File: config.mk
export PLATFORM = sky130hd
export DESIGN_NAME = score_display
export DESIGN_NICKNAME = d
export VERILOG_FILES = /design/src/rtl/score_display.sv
export SDC_FILE = /design/constraint.sdc
export NUM_CORES = 1
export LEC_CHECK = 0
export CELL_PAD_IN_SITES_DETAIL_PLACEMENT = 1
export CELL_PAD_IN_SITES_GLOBAL_PLACEMENT = 2
export CORE_ASPECT_RATIO = 1.75
export CORE_MARGIN = 10
export CORE_UTILIZATION = 32
export DETAILED_ROUTE_END_ITERATION = 12
export PLACE_DENSITY = 0.82
export SKIP_CTS_REPAIR_TIMING = 1
export SLEW_MARGIN = 20
export SYNTH_ARGS = -nofsm -noshare
export SYNTH_HDL_FRONTEND = slang
export SYNTH_SLANG_ARGS = --single-unit
File: constraint.sdc
create_clock -name Clk -period 2.4 [get_ports Clk]
set_input_delay 0.72 -clock Clk [delete_from_list [all_inputs] [get_ports Clk]]
set_output_delay 0.72 -clock Clk [all_outputs]
set_load 0.1 [all_outputs]
File: src/rtl/score_display.sv
// score_display: scans a four-digit BCD score onto a multiplexed active-low 7-segment display.
//   Clk, Reset            clock and asynchronous active-high reset
//   score0..score3        BCD digits (ones..thousands), sampled once per frame
//   blank_lz              suppress leading zeros on digits 3..1
//   hold                  keep the current snapshot at the next frame boundary
//   seg_n, an_n           active-low segments (a..g) and digit enables
//   digit_sel             digit being scanned; frame_done pulses after each full scan
module score_display #(
  parameter int REFRESH_DIV = 50000
) (
  input  logic       Clk,
  input  logic       Reset,
  input  logic [7:0] score0,
  input  logic [7:0] score1,
  input  logic [7:0] score2,
  input  logic [7:0] score3,
  input  logic       blank_lz,
  input  logic       hold,
  output logic [6:0] seg_n,
  output logic [3:0] an_n,
  output logic [1:0] digit_sel,
  output logic       frame_done
);
  localparam int CW = $clog2(REFRESH_DIV);
  logic [CW-1:0]   cnt_q, cnt_d;
  logic [1:0]      sel_q, sel_d;
  logic            frame_q;
  logic [3:0][7:0] snap_q;
  logic            wrap, boundary;
  logic [7:0]      cur;
  logic [3:0]      lz;
  logic [6:0]      glyph;
  assign wrap     = cnt_q == CW'(REFRESH_DIV - 1);
  assign boundary = wrap && sel_q == 2'd3;
  assign cnt_d    = wrap ? '0 : cnt_q + CW'(1);
  assign sel_d    = wrap ? sel_q + 2'd1 : sel_q;
  always_ff @(posedge Clk or posedge Reset) begin
    if (Reset) begin
      cnt_q   <= '0;
      sel_q   <= '0;
      frame_q <= 1'b0;
      snap_q  <= '0;
    end else begin
      cnt_q   <= cnt_d;
      sel_q   <= sel_d;
      frame_q <= boundary;
      if (boundary && !hold) snap_q <= {score3, score2, score1, score0};
    end
  end
  // A digit is a leading zero only if it and every higher digit are zero;
  // an invalid digit is non-zero, so it also ends blanking below it.
  assign lz[3] = snap_q[3] == 8'd0;
  assign lz[2] = lz[3] && snap_q[2] == 8'd0;
  assign lz[1] = lz[2] && snap_q[1] == 8'd0;
  assign lz[0] = 1'b0;
  assign cur = snap_q[sel_q];
  always_comb begin
    case (cur)
      8'd0:    glyph = 7'b1000000;
      8'd1:    glyph = 7'b1111001;
      8'd2:    glyph = 7'b0100100;
      8'd3:    glyph = 7'b0110000;
      8'd4:    glyph = 7'b0011001;
      8'd5:    glyph = 7'b0010010;
      8'd6:    glyph = 7'b0000010;
      8'd7:    glyph = 7'b1111000;
      8'd8:    glyph = 7'b0000000;
      8'd9:    glyph = 7'b0010000;
      default: glyph = 7'b0111111;
    endcase
  end
  assign seg_n      = blank_lz && lz[sel_q] ? 7'b1111111 : glyph;
  // The first cycle of every digit slot is dead time to avoid ghosting.
  assign an_n       = cnt_q == '0 ? 4'b1111 : ~(4'b0001 << sel_q);
  assign digit_sel  = sel_q;
  assign frame_done = frame_q;
endmodule

==> flow_metrics.env <==
export IMPL_async_reset_ff_frac=1.000
export IMPL_path_clk_slew_ns=0.06
export IMPL_crit_type="register to primary output"
export IMPL_final_cells=414
export IMPL_syn_avg_cell_area_um2=12.71
export IMPL_syn_area_um2=2733
export IMPL_ys_ff_latch=51
export IMPL_synth_area_leaders="dfrtp_1 (47%), mux2_4 (16%), ha_1 (5.0%), mux4_2 (4.1%), xnor2_1 (1.9%)"
export IMPL_reg2reg_from="cnt_q[10]"
export IMPL_io_buffer_count=49
export IMPL_hold_class="register to register"
export IMPL_cp_arrival_ns=2.23
export IMPL_synth_most_common_cell="dfrtp_1"
export IMPL_num_rows=44
export IMPL_die_w_um=89.86
export IMPL_nets=346
export IMPL_htree_num_levels=2
export IMPL_grt_max_degree=44
export IMPL_synth_net_count=262
export IMPL_violations="negative setup slack"
export IMPL_r2r_setup_slack_ns=0.20
export IMPL_status="finished with violations"
export IMPL_reg2reg_to="snap_q[29]"
export IMPL_rsz0062_at_grt="yes"
export IMPL_endpoint_kind="primary output"
export IMPL_synth_edff_count=0
export IMPL_first_iter_violations=66
export IMPL_path_max_fanout=4
export IMPL_fin_ws_ns=-0.5453
export IMPL_drive_gt1_frac=0.4080
export IMPL_synthToLayoutAreaGrowth_pct=49.59
export IMPL_die_area_um2=12780
export IMPL_cts_tree="done"
export IMPL_coreArea_um2=8313
export IMPL_finalCriticalPeriod_ns=2.945
export IMPL_ys_types=38
export IMPL_synth_commonest_cells="dfrtp_1 (51), mux2_4 (30), nand2_1 (13), inv_1 (12), ha_1 (11)"
export IMPL_dp_cells=405
export IMPL_drc=0
export IMPL_clock_skew_ns=0.004268
export IMPL_post_dp_cell_area_um2=3856
export IMPL_wirelength_um=7534
export IMPL_drt_pass1_iterations=4
export IMPL_cts_root_buf="clkbuf_16"
export IMPL_synth_top_area_share=0.4670
export IMPL_hold_violations=0
export IMPL_detail_route_antenna_nets=0
export IMPL_cts_buffer_depth=2
export IMPL_finalMaxSlewViolations=0
export IMPL_synth_ff_type="dfrtp_1"
export IMPL_power_leakage_uw=0.002006
export IMPL_dpl_hpwl_um=6005
export IMPL_yosys_warnings=0
export IMPL_antenna_found_initial=0
export IMPL_syn_inst=215
export IMPL_tightest_slew_ns=0.4705
export IMPL_gp_congestion=0.8406
export IMPL_viasPerCell=4.804
export IMPL_io_pins=50
export IMPL_fin_util=0.4917
export IMPL_setup_worst_path_start="digit_sel[1]"
export IMPL_fin_setup_tns_ns=-4.829
export IMPL_slew_headroom=0.6834
export IMPL_grt_first_pass_wirelength_um=12610
export IMPL_grt_pass1_vias=2318
export IMPL_critPathCapture="seg_n[3]"
export IMPL_maxCapViolCount=0
export IMPL_grt_overflow_total=0
export IMPL_hold_ws_ns=0.4839
export IMPL_startpoint_type="register"
export IMPL_cts_buffers_inserted=5
export IMPL_clock_fmax_mhz=339.5
export IMPL_initial_core_util=0.3287
export IMPL_p_per_area_nw_per_um2=422.5
export IMPL_antenna_cells=0
export IMPL_setup_viol=11
export IMPL_finalCritPeriodShare=1.227
export IMPL_ys_seq_area_frac=0.4670
export IMPL_r2r_cells=6
export IMPL_clkSinkCount=51
export IMPL_cp_required_ns=1.68
export IMPL_stdcell_area_um2=4088
export IMPL_yosysTopAreaCell="dfrtp_1"
export IMPL_grt_usage=0.1237
export IMPL_die_y_um=142.2
export IMPL_clk_latency_ns=0.29
export IMPL_vias=1989
export IMPL_peakVddDrop_mv=0.3439
export IMPL_wl_per_cell_um=18.20
[worst min-delay path by stage]
stage / end / depth (start not counted) / start / slack (ns)
2_1_floorplan: cnt_q[0] / 1 / cnt_q[0] / 0.45
3_3_place_gp: cnt_q[0] / 1 / cnt_q[0] / 0.46
3_5_place_dp: cnt_q[0] / 1 / cnt_q[0] / 0.48
4_1_cts: cnt_q[0] / 1 / cnt_q[0] / 0.49
5_1_grt: snap_q[14] / 1 / snap_q[14] / 0.52
6_report: cnt_q[0] / 1 / cnt_q[0] / 0.48
[area by class of cell]
cell class | count | area, um2
Clock buffer | 6 | 128.9
Clock inverter | 1 | 30.03
Fill cell | 845 | 4225
Inverter | 12 | 45.04
Multi-Input combinational cell | 144 | 1535
Sequential cell | 51 | 1279
Tap cell | 115 | 143.9
Timing Repair Buffer | 85 | 925.9
[where the power goes]
| part | total (uW) | leakage [uW] | switching, uW | internal (uW) |
|---|---|---|---|---|
| registers | 859 | 0.000695 | 0 | 859 |
| logic | 82.8 | 0.00123 | 27.7 | 55.1 |
| clock network | 785 | 0.0000769 | 298 | 487 |
| total | 1730 | 0.00201 | 326 | 1400 |
[cell families (layout without fill, tap and decap cells)]
kind of cell / Yosys count / after routing / share of synthesized area
and+or+nand+nor: 64 / 64 / 0.1369
DFF: 51 / 51 / 0.4670
muxes: 41 / 41 / 0.2294
buffers and inverters: 20 / 104 / 0.03709
AOI/OAI and AO/OA: 16 / 16 / 0.04075
xor gates and xnor gates: 12 / 12 / 0.03846
adders and majority gates: 11 / 11 / 0.05037
[stage by stage]
step | power (uW) | setup WS [ns]
2_1_floorplan | 890.6 | -1.642
3_3_place_gp | 960.1 | -0.3547
3_5_place_dp | 960.9 | -0.3787
4_1_cts | 1748 | -0.5825
5_1_grt | 1794 | -0.6277
6_report | 1727 | -0.5453
[per-layer routing]
metal  GRT usage  vias up  share of wire
met5           0        -              0
met4     0.03451        0          0.015
met3     0.02905        8          0.035
met2      0.2419       33           0.58
met1      0.1264     1016           0.37
li1            -      932              -
[critical path: stages (launching register included)]
cell      delay, ns
dfrtp_2        0.41
mux4_2         0.57
inv_2          0.14
ha_4           0.21
inv_2          0.04
mux2i_1        0.06
o211ai_1       0.28
buf_12         0.22
[registers in the layout, summed over array words and instances (netlist names)]
signal      cells
digit_sel       2
cnt_q          16
snap_q         32
frame_done      1
[cell usage in the layout, fill, tap and decap left out, types with 5 or more instances in the layout]
cell type        instances
xor2_1                   6
xnor2_1                  6
and3_1                   5
dfrtp_1                 49
clkbuf_16                6
nor2_1                   9
nand3_1                  7
mux2_4                  31
inv_1                    7
buf_4                   33
nand2_1                  7
ha_1                     9
inv_2                    5
nor4_1                   6
buf_12                  14
mux4_2                   5
clkdlybuf4s50_1         35
Note: power is estimated with default switching activity, not from simulation.
